## src/rtl/vga_scanout_reader.sv

```systemverilog
// VGA timing generator and framebuffer scanout for the 512x512 manycore image.
// Pipeline: counters -> address register -> framebuffer read -> colour/sync output register.
module vga_scanout_reader #(
    parameter int         H_ACTIVE   = 800,
    parameter int         H_FP       = 40,
    parameter int         H_SYNC     = 128,
    parameter int         H_BP       = 88,
    parameter int         V_ACTIVE   = 600,
    parameter int         V_FP       = 1,
    parameter int         V_SYNC     = 4,
    parameter int         V_BP       = 23,
    parameter logic       HS_POL     = 1'b1,
    parameter logic       VS_POL     = 1'b1,
    parameter int         X_OFF      = 144,
    parameter int         Y_OFF      = 44,
    parameter int         RD_LATENCY = 1,
    parameter logic [7:0] BORDER     = 8'h00
) (
    input  logic        clk,
    input  logic        reset,
    input  logic        i_enable,
    output logic [17:0] o_addr,
    input  logic [7:0]  i_rd_data,
    output logic        o_hsync,
    output logic        o_vsync,
    output logic        o_de,
    output logic [3:0]  o_r,
    output logic [3:0]  o_g,
    output logic [3:0]  o_b,
    output logic        o_frame_start
);
    localparam int H_TOTAL    = H_ACTIVE + H_FP + H_SYNC + H_BP;
    localparam int V_TOTAL    = V_ACTIVE + V_FP + V_SYNC + V_BP;
    localparam int HW         = $clog2(H_TOTAL);
    localparam int VW         = $clog2(V_TOTAL);
    localparam int PIPE_DEPTH = RD_LATENCY + 1;
    localparam int IMG_SIZE   = 512;

    localparam logic [HW-1:0] H_LAST = HW'(H_TOTAL - 1);
    localparam logic [VW-1:0] V_LAST = VW'(V_TOTAL - 1);

    // Bit positions of the per-pixel control flags carried alongside the read.
    localparam int F_HS   = 0;
    localparam int F_VS   = 1;
    localparam int F_DE   = 2;
    localparam int F_WIN  = 3;
    localparam int F_FS   = 4;
    localparam int F_BITS = 5;

    logic [HW-1:0] h_cnt_reg;
    logic [HW-1:0] h_cnt_next;
    logic [VW-1:0] v_cnt_reg;
    logic [VW-1:0] v_cnt_next;
    logic          h_wrap;

    always_comb begin
        h_wrap     = (h_cnt_reg == H_LAST);
        h_cnt_next = h_wrap ? '0 : h_cnt_reg + HW'(1);
        v_cnt_next = v_cnt_reg;
        if (h_wrap) begin
            v_cnt_next = (v_cnt_reg == V_LAST) ? '0 : v_cnt_reg + VW'(1);
        end
    end

    always_ff @(posedge clk) begin
        if (reset) begin
            h_cnt_reg <= '0;
            v_cnt_reg <= '0;
        end else begin
            h_cnt_reg <= h_cnt_next;
            v_cnt_reg <= v_cnt_next;
        end
    end

    // Stage-0 decode straight from the counters.
    int                h_pos;
    int                v_pos;
    logic              active_s0;
    logic              win_s0;
    logic [8:0]        img_x;
    logic [8:0]        img_y;
    logic [17:0]       addr_next;
    logic [F_BITS-1:0] flags_s0;

    always_comb begin
        h_pos     = int'(h_cnt_reg);
        v_pos     = int'(v_cnt_reg);
        active_s0 = (h_pos < H_ACTIVE) && (v_pos < V_ACTIVE);
        win_s0    = active_s0
                    && (h_pos >= X_OFF) && (h_pos < X_OFF + IMG_SIZE)
                    && (v_pos >= Y_OFF) && (v_pos < Y_OFF + IMG_SIZE);
        img_x     = 9'(h_pos - X_OFF);
        img_y     = 9'(v_pos - Y_OFF);

        addr_next = '0;
        if (win_s0) begin
            addr_next = {img_y[8:6], img_x[8:6], img_y[5:0], img_x[5:0]};
        end

        flags_s0         = '0;
        flags_s0[F_HS]   = (h_pos >= H_ACTIVE + H_FP) && (h_pos < H_ACTIVE + H_FP + H_SYNC);
        flags_s0[F_VS]   = (v_pos >= V_ACTIVE + V_FP) && (v_pos < V_ACTIVE + V_FP + V_SYNC);
        flags_s0[F_DE]   = active_s0;
        flags_s0[F_WIN]  = win_s0;
        flags_s0[F_FS]   = (h_pos == 0) && (v_pos == 0);
    end

    always_ff @(posedge clk) begin
        if (reset) begin
            o_addr <= '0;
        end else begin
            o_addr <= addr_next;
        end
    end

    // Flags ride a shift pipeline matching address register plus memory latency,
    // so they arrive at the output register together with i_rd_data.
    genvar gi;
    generate
        for (gi = 0; gi < PIPE_DEPTH; gi++) begin : g_pipe
            logic [F_BITS-1:0] flags_reg;
            if (gi == 0) begin : g_head
                always_ff @(posedge clk) begin
                    if (reset) begin
                        flags_reg <= '0;
                    end else begin
                        flags_reg <= flags_s0;
                    end
                end
            end else begin : g_tail
                always_ff @(posedge clk) begin
                    if (reset) begin
                        flags_reg <= '0;
                    end else begin
                        flags_reg <= g_pipe[gi-1].flags_reg;
                    end
                end
            end
        end
    endgenerate

    logic [F_BITS-1:0] flags_d;
    logic [7:0]        src_byte;
    logic              show_pixel;

    always_comb begin
        flags_d    = g_pipe[PIPE_DEPTH-1].flags_reg;
        src_byte   = flags_d[F_WIN] ? i_rd_data : BORDER;
        show_pixel = flags_d[F_DE] && i_enable;
    end

    always_ff @(posedge clk) begin
        if (reset) begin
            o_hsync       <= ~HS_POL;
            o_vsync       <= ~VS_POL;
            o_de          <= 1'b0;
            o_frame_start <= 1'b0;
            o_r           <= '0;
            o_g           <= '0;
            o_b           <= '0;
        end else begin
            o_hsync       <= flags_d[F_HS] ? HS_POL : ~HS_POL;
            o_vsync       <= flags_d[F_VS] ? VS_POL : ~VS_POL;
            o_de          <= flags_d[F_DE];
            o_frame_start <= flags_d[F_FS];
            if (show_pixel) begin
                // RGB332 -> RGB444 by replicating the top bits into the LSBs.
                o_r <= {src_byte[7:5], src_byte[7]};
                o_g <= {src_byte[4:2], src_byte[4]};
                o_b <= {src_byte[1:0], src_byte[1:0]};
            end else begin
                o_r <= '0;
                o_g <= '0;
                o_b <= '0;
            end
        end
    end

endmodule

```

## config.mk

```make
export PLATFORM = sky130hd
export DESIGN_NAME = vga_scanout_reader
export DESIGN_NICKNAME = d
export VERILOG_FILES = /design/src/rtl/vga_scanout_reader.sv
export SDC_FILE = /design/constraint.sdc
export NUM_CORES = 1
export LEC_CHECK = 0
export ABC_AREA = 1
export BUFFER_PORTS_ARGS = -buffer_cell sky130_fd_sc_hd__buf_2
export CAP_MARGIN = 25
export CORE_ASPECT_RATIO = 1.4
export CORE_MARGIN = 5
export CORE_UTILIZATION = 43
export DETAILED_ROUTE_END_ITERATION = 10
export GPL_ROUTABILITY_DRIVEN = 1
export PLACE_DENSITY = 0.73
export SLEW_MARGIN = 5
export SYNTH_ARGS = -nofsm -noshare
export SYNTH_HDL_FRONTEND = slang
export SYNTH_SLANG_ARGS = --single-unit
```

## constraint.sdc

```tcl
create_clock -name clk -period 1.69 [get_ports clk]
set_input_delay 0.0845 -clock clk [delete_from_list [all_inputs] [get_ports clk]]
set_output_delay 0.0845 -clock clk [all_outputs]
set_load 0.1 [all_outputs]
```

==> results of run 1 <==
[critical path, stage by stage (launching register included)]
cell and delay (ns):
dfxtp_1 0.40, ha_1 0.24, nor2_4 0.06, nor2_2 0.11, nand3_1 0.09, nand2_1 0.09
nor2_2 0.05, nand2_4 0.14, buf_12 0.19, nor2_1 0.05
[repair_timing]
action,4_1_cts,5_1_grt
gates resized for setup,0,2
hold buffers,8,0
hold endpoints to repair,8,0
endpoints found under the setup margin,0,9
[final cells by class]
type / count / area [um^2]
timing repair buffer: 62 / 388
clock inverter: 7 / 75.1
fill: 629 / 3090
inverter: 63 / 236
multi-input combinational: 234 / 1290
clock buffer: 9 / 124
sequential: 61 / 1220
tap: 74 / 92.6
[power breakdown]
group / leakage [nW] / internal, mW / total, mW / switching, mW
clock network: 0.0918 / 0.684 / 1.27 / 0.591
logic: 1.12 / 0.0393 / 0.0974 / 0.0580
registers: 0.494 / 1.45 / 1.46 / 0.00817
total: 1.70 / 2.17 / 2.83 / 0.657
[metal layers]
metal	vias up	track usage (%)
met3	15	4.41
met5	-	0
met2	66	28.4
met4	0	8.00
li1	1263	-
met1	1045	17.4
[layout by cell type (no fill, tap or decap), drive strengths merged]
cell         count
clkinv           3
a21boi           1
bufinv           1
ha              13
clkinvlp         3
clkbuf           9
nand2           60
xor2             4
dlygate4sd3      8
nand3b           1
a21oi           10
o211a            1
nor4             1
o22ai            1
nor3b            1
a31oi            1
dfxtp           61
nand3           27
o21ai           12
inv             63
nor2            86
xnor2            1
nor3             5
nand4            9
buf             54
[kinds of logic (layout without fill, tap and decap cells)]
group           count (synthesis)  count (layout)  synth area share [%]
fa+ha+maj                      13              13                  5.71
flops                          61              61                  42.9
xor+xnor                        5               5                  1.54
simple gates                  190             190                  32.9
buf+inv                        74             141                  11.9
compound gates                 26              26                  5.05
[through the flow]
step | util (%) | std cells | hold slack (ns) | power [mW]
detailed placement | 48.2 | 486 | 0.303 | 1.58
finish | 52.6 | 510 | 0.0808 | 2.83
global placement | 48.2 | 486 | 0.303 | 1.57
global route | 52.6 | 510 | 0.0868 | 2.96
CTS | 52.5 | 510 | 0.0804 | 2.86
floorplan | - | 369 | 0.167 | 1.55
[path summary, 6_finish.rpt]
path,start,end,slack (ns),cells after the start
worst min-delay path,reset,flags_d[2],0.08,2
worst min register to register,g_pipe[0].flags_reg[0],flags_d[0],0.40,2
worst max-delay path,v_cnt_reg[3],o_addr[17],0.16,9
worst max register to register,v_cnt_reg[3],o_addr[17],0.16,9
==> metrics.txt, run 1 <==
status completed; Crit. End Element flip-flop; final worst setup slack ~0.16 ns; Area contributors post-synth dfxtp_1 43%, nor2_1 8.7%, inv_1 7.2%, nand2_1 7.2%, nor2_4 5.9%; Final Skew 0.00896 ns; Cells after Synth between 300 and 400; GRT Overall Usage between 15 and 20%; DRC 0; vias in the first global route roughly 2.4k; vias per cell 4.68; CTS root buffer clkbuf_8; Area growth, synth to finish 20.5%; Top Metal Used met4; max-slew violation count 0; Crit Path Max Fanout 13; dpl ws around 0.12 ns; number of buffers created by CTS 9; die width 78.8 um; top_reg_cell synth dfxtp_1; Die Ht 106 um; DP HPWL between 4 and 5 mm; Syn Nets 393; final setup violation count 0; layout cell share with drive strength beyond 1 around a quarter; WL/cell approximately 12 um; CTS tree yes; Final Cell Area roughly 0.0034 mm^2; Cell variety after synth 32; clk sink count slightly above 60; met3 WL post-DR 341 um; cell with the most instances after synthesis nor2_1; Relative slew margins approximately two thirds; DR iter-0 viols just over 100; pin count of the biggest net entering global routing 15; num rows 35; Peak VDD IR a little over 0.4 mV; achievable frequency roughly 0.66 GHz; FF+latch count, synth 61; Pleak 1.70 nW; CTS max path bufs 2; IO Port Bufs 44; met2 wire length roughly 3 mm; period utilization between 90 and 100%; nets between 400 and 500; startpoint types flip-flop; number of flip-flops in the largest register 18; total gr overflow 0; RSZ-0062 raised after global routing no; Max Cap Viol 0; register area share after synthesis 42.9%; total wire length roughly 6 mm; syn avg cell area roughly 7.7 um^2; Antenna Cells 0; starting density of the core between 40% and 50%; top cell type's share of synthesized area 42.9%; DR vias around 2.4k; Post-synth EDFFs 0; mapped cell area 0.00285 mm^2; HP Class primary input to flip-flop; Pre-antenna DRT Iters 4; Clk pin slew, worst setup/hold paths 0.07 ns; core area ~0.0065 mm^2; DIE AREA around 0.0084 mm^2; P per Cell Area just over 800 mW/mm^2; routability cong. 0.890; area leader, netlist dfxtp_1; WS Path Type flip-flop to flip-flop; Post-synth top cells 66 x nor2_1, 61 x dfxtp_1, 55 x inv_1, 55 x nand2_1, 25 x nand3_1; htree depth 3; crit path time final about 1.5 ns; Setup TNS 0 ns; post-CTS setup buffers 0; Crit path arrival time roughly 1.8 ns; initial antenna violation count 0; worst-margin pin slew 0.495 ns; Cell Area, Placed between 0.003 and 0.004 mm^2; endpoints failing hold 0; worst path required time about 1.9 ns; YS warnings 0; Skew-Pair Late Insertion Delay approximately 0.35 ns; Async S/R FF share, synth 0%; first-pass GRT wire length approximately 11 mm; post-route ant nets 0; Post-Route M1 WL about 2.5 mm; IO Pins 45
Note: power is estimated with default switching activity, not from simulation.
==> run 2: changes to the inputs <==
- clock period: 1.69 -> 1.6 ns (I/O delays scaled with it)
==> metrics.txt, run 2 (synthesized netlist as in run 1, its figures left out) <==
CTS root buffer clkbuf_8; P per Cell Area 829 mW/mm^2; layout cell share with drive strength beyond 1 about a quarter; number of fill cells 611; WS Path Type flip-flop to flip-flop; period utilization 93.0%; dpl ws -0.0277 ns; FF-to-FF path depth 8; total gr overflow 0; WL/cell between 10 and 15 um; Crit path arrival time about 1.7 ns; num rows 35; die width a little under 80 um; vias in the first global route roughly 2.4k; clk sink count 61; achievable frequency approximately 0.67 GHz; number of flip-flops in the largest register 18; end of the critical path o_addr[12]; Final Cell Area 0.00350 mm^2; DR iter-0 viols 90; DRC 0; nets approximately 460; Crit Path Max Fanout 10; total wire length between 6 and 7 mm; Final Skew between 0.009 and 0.01 ns; DR vias between 2k and 2.5k; pin count of the biggest net entering global routing 15; worst-margin pin slew slightly below 0.5 ns; Pleak about 1.7 nW; starting density of the core roughly 44%; Worst Setup SP v_cnt_reg[2]; CTS tree yes; final setup violation count 0; status completed; worst path required time around 1.8 ns; Die Ht 106 um; DP HPWL 4.60 mm; Skew-Pair Late Insertion Delay 0.34 ns; Pre-antenna DRT Iters 4; IO Port Bufs 44; IO Pins 45; Peak VDD IR about 0.42 mV; Area growth, synth to finish 22.7%; endpoints failing hold 0; number of buffers created by CTS 9; Relative slew margins between 60 and 70%; Cell Area, Placed 0.00318 mm^2; final worst setup slack roughly 0.11 ns; GRT Overall Usage ~16%; Crit. End Element flip-flop; commonest non-fill, non-tap cell in the layout nor2_1; routability cong. 0.898; Clk pin slew, worst setup/hold paths roughly 0.06 ns; HP Class primary input to flip-flop; startpoint types flip-flop; crit path time final 1.49 ns; max-slew violation count 0; r2r setup slk between 0.1 and 0.15 ns; Max Cap Viol 0; first-pass GRT wire length approximately 10 mm; DIE AREA roughly 0.0084 mm^2; initial antenna violation count 0; post-route ant nets 0; CTS max path bufs 2; core area 0.00653 mm^2; Antenna Cells 0; reg2reg end o_addr[12]; commonest cells after routing, fill and taps aside 65 x nor2_1, 60 x dfxtp_1, 55 x inv_1, 55 x nand2_1, 45 x buf_2; vias per cell ~4.7; htree depth 3; RR Startpoint v_cnt_reg[2]
[run 2: changes by cell type in the layout (fill, tap and decap cells not counted), sizes merged]
cell,delta
buf,+9
clkbuf,+3
bufinv,-1
clkinv,-1
clkinvlp,-1
inv,-1
[run 2: critical path: stages, from the launching register on]
cell,delay [ns]
dfxtp_1,0.32
ha_1,0.23
nor2_4,0.12
nor2_2,0.06
nor2_1,0.20
nor2_4,0.07
nand2_4,0.16
buf_4,0.19
nor2_4,0.04
[run 2: repair_timing]
item | 4_1_cts | 5_1_grt
pin swaps | 0 | 1
setup endpoints to repair | 1 | 7
cloned | 0 | 0
endpoints found under the hold margin | 8 | 0
gates resized for setup | 1 | 6
hold buffers | 8 | 0
buffers inserted | 0 | 4
[run 2: area by class of cell]
type	instances	area, um^2	area share (%)
timing repair buffer	71	453	13.0
clock buffer	12	165	4.72
multi-input combinational	234	1310	37.4
inverter	63	236	6.76
clock inverter	3	20.0	0.573
sequential	61	1220	35.0
tap	74	92.6	2.65
[run 2: stage by stage]
| stage | TNS [ns] | instances | util, % | hold slack, ns | total power, mW |
|---|---|---|---|---|---|
| after floorplan | 0 | 369 | - | 0.163 | 1.64 |
| after global placement | 0 | 491 | 48.8 | 0.299 | 1.66 |
| after detailed placement | -0.0277 | 491 | 48.8 | 0.299 | 1.66 |
| after CTS | 0 | 514 | 52.9 | 0.0793 | 2.94 |
| after global routing | -0.0374 | 518 | 53.6 | 0.103 | 3.04 |
| final | 0 | 518 | 53.6 | 0.0924 | 2.90 |
[run 2: how the worst min path moves through the flow]
| stage | startpoint | to | slack, ns | cells past startpoint |
|---|---|---|---|---|
| final | reset | flags_d[2] | 0.09 | 2 |
| after floorplan | reset | o_de | 0.16 | 1 |
| after detailed placement | i_rd_data[2] | o_g[1] | 0.30 | 3 |
| after global placement | i_rd_data[1] | o_b[1] | 0.30 | 3 |
| after CTS | reset | g_pipe[0].flags_reg[2] | 0.08 | 2 |
| after global routing | reset | g_pipe[0].flags_reg[2] | 0.10 | 2 |
[run 2: layer usage]
layer / global-route usage [%] / vias up / wire length [um]
met5: 0 / - / 0
met4: 9.00 / 0 / 180
met3: 4.32 / 14 / 285
met2: 29.3 / 71 / 3200
met1: 16.6 / 1094 / 2560
li1: - / 1281 / -
[run 2: power by group]
group | switching (mW) | leakage [nW] | internal (mW)
sequential | 0.00797 | 0.494 | 1.53
combinational | 0.0622 | 1.16 | 0.0419
clock | 0.576 | 0.0905 | 0.676
==> run 3: changes to the inputs <==
- CORE_UTILIZATION: 43 -> 52
- PLACE_DENSITY: 0.73 -> unset
- PLACE_DENSITY_LB_ADDON: unset -> 0.25
==> metrics.txt, run 3 (synthesized netlist as in run 1, its figures left out) <==
Crit Path Max Fanout 6; CTS max path bufs 2; achievable frequency ~0.67 GHz; DR vias around 2.4k; period utilization between 90 and 100%; startpoint types flip-flop; final setup violation count 0; commonest non-fill, non-tap cell in the layout nor2_1; total wire length ~6 mm; RSZ-0062 raised after global routing yes; FF-to-FF path depth 8; routability cong. around 0.95; DP HPWL around 4.4 mm; final hold slack approximately 0.086 ns; WS Path Type flip-flop to flip-flop; Final Skew just under 0.009 ns; Area growth, synth to finish 23.5%; worst-margin pin slew 0.490 ns; pin count of the biggest net entering global routing 15; number of flip-flops in the largest register 18; Max Cap Viol 0; r2r setup slk roughly 0.10 ns; number of fill cells approximately 480; first-pass GRT wire length between 9 and 10 mm; post-route ant nets 0; number of buffers created by CTS 9; # placed instances slightly below 500; final non-filler cell total just over 500; worst path required time approximately 1.8 ns; crit path time final around 1.5 ns; DIE AREA about 0.0071 mm^2; htree depth 3; CTS root buffer clkbuf_8; layout cell share with drive strength beyond 1 between 20% and 30%; overall power 2.99 mW; num rows 32; Antenna Cells 0; HP Class primary input to flip-flop; Multi-input gate area 0.00131 mm^2; Peak VDD IR 0.632 mV; initial antenna violation count 0; P per Cell Area 851 mW/mm^2; Clk pin slew, worst setup/hold paths roughly 0.070 ns; Pleak around 1.8 nW; Crit path arrival time around 1.7 ns; DRC 0; clk sink count 61; flip-flop and latch area 0.00122 mm^2; Skew-Pair Late Insertion Delay approximately 0.35 ns; Pre-antenna DRT Iters 4; WL/cell 11.6 um; DR iter-0 viols 104; starting density of the core between 50% and 60%; CTS tree yes; GRT Overall Usage approximately 18%; end of the critical path v_cnt_reg[2]; endpoints failing hold 0; commonest cells after routing, fill and taps aside 65 x nor2_1, 59 x dfxtp_1, 55 x inv_1; Worst Setup SP h_cnt_reg[0]; IO Port Bufs between 40 and 50; max-slew violation count 0; RR Startpoint h_cnt_reg[0]; Relative slew margins 67.6%; die width between 70 and 80 um; core area around 0.0054 mm^2; reg2reg end v_cnt_reg[2]; total gr overflow 0; status completed; vias in the first global route between 2k and 2.5k; Crit. End Element flip-flop; IO Pins 45; vias per cell around 4.7; nets between 400 and 500; Die Ht ~100 um
run 3: cell types whose count changed in the layout (fill, tap and decap cells not counted), sizes merged:
cell	previous run	this run
bufinv	0	1
clkinv	2	6
clkinvlp	2	0
inv	62	63
clkbuf	12	9
buf	63	61
run 3: area by class of cell:
type / count / area share [%]
timing repair buffer: 69 / 13.2
sequential: 61 / 34.8
clock inverter: 7 / 2.13
tap: 68 / 2.42
multi-input combinational: 234 / 37.2
inverter: 63 / 6.72
clock buffer: 9 / 3.52
run 3: critical path: stages (launching register included):
cell	delay, ns
dfxtp_2	0.35
ha_2	0.19
nand2_1	0.10
nor2_4	0.13
nand4_1	0.21
nand2_2	0.16
nand2_2	0.11
inv_1	0.09
nor2_1	0.05
run 3: through the flow:
stage | setup TNS, ns | setup slack (ns) | instance area [um^2] | util [%]
finish | 0 | 0.103 | 3520 | 65.1
global route | -0.0558 | -0.0148 | 3520 | 65.1
CTS | 0 | 0.0119 | 3460 | 64.0
detailed placement | 0 | 0.0288 | 3180 | 58.9
global placement | 0 | 0.0449 | 3180 | 58.9
floorplan | 0 | 0.125 | 2850 | -
run 3: power breakdown:
part | total, mW | internal, mW | switching (mW) | leakage, nW
sequential | 1.54 | 1.53 | 0.00768 | 0.494
combinational | 0.103 | 0.0417 | 0.0614 | 1.16
clock | 1.35 | 0.725 | 0.623 | 0.104
total | 2.99 | 2.30 | 0.692 | 1.76
run 3: what timing repair did:
action | CTS | global route
setup buffers | 0 | 3
endpoints found under the setup margin | 0 | 18
hold buffers | 8 | 0
endpoints found under the hold margin | 8 | 0
resized for setup | 0 | 8
run 3: how the worst min path moves through the flow:
stage	startpoint	endpoint	depth (start not counted)
after floorplan	reset	o_de	1
after global placement	i_rd_data[6]	o_r[2]	3
after detailed placement	i_rd_data[5]	o_r[1]	3
after CTS	reset	flags_d[0]	2
after global routing	reset	o_frame_start	2
final	reset	flags_d[0]	2
run 3: metal layers:
metal / track usage, % / vias to the layer above / share of wire [%]
li1: - / 1273 / -
met1: 19.7 / 1070 / 42
met2: 29.3 / 63 / 48
met3: 4.66 / 18 / 5.7
met4: 11.6 / 0 / 3.9
met5: 0 / - / 0
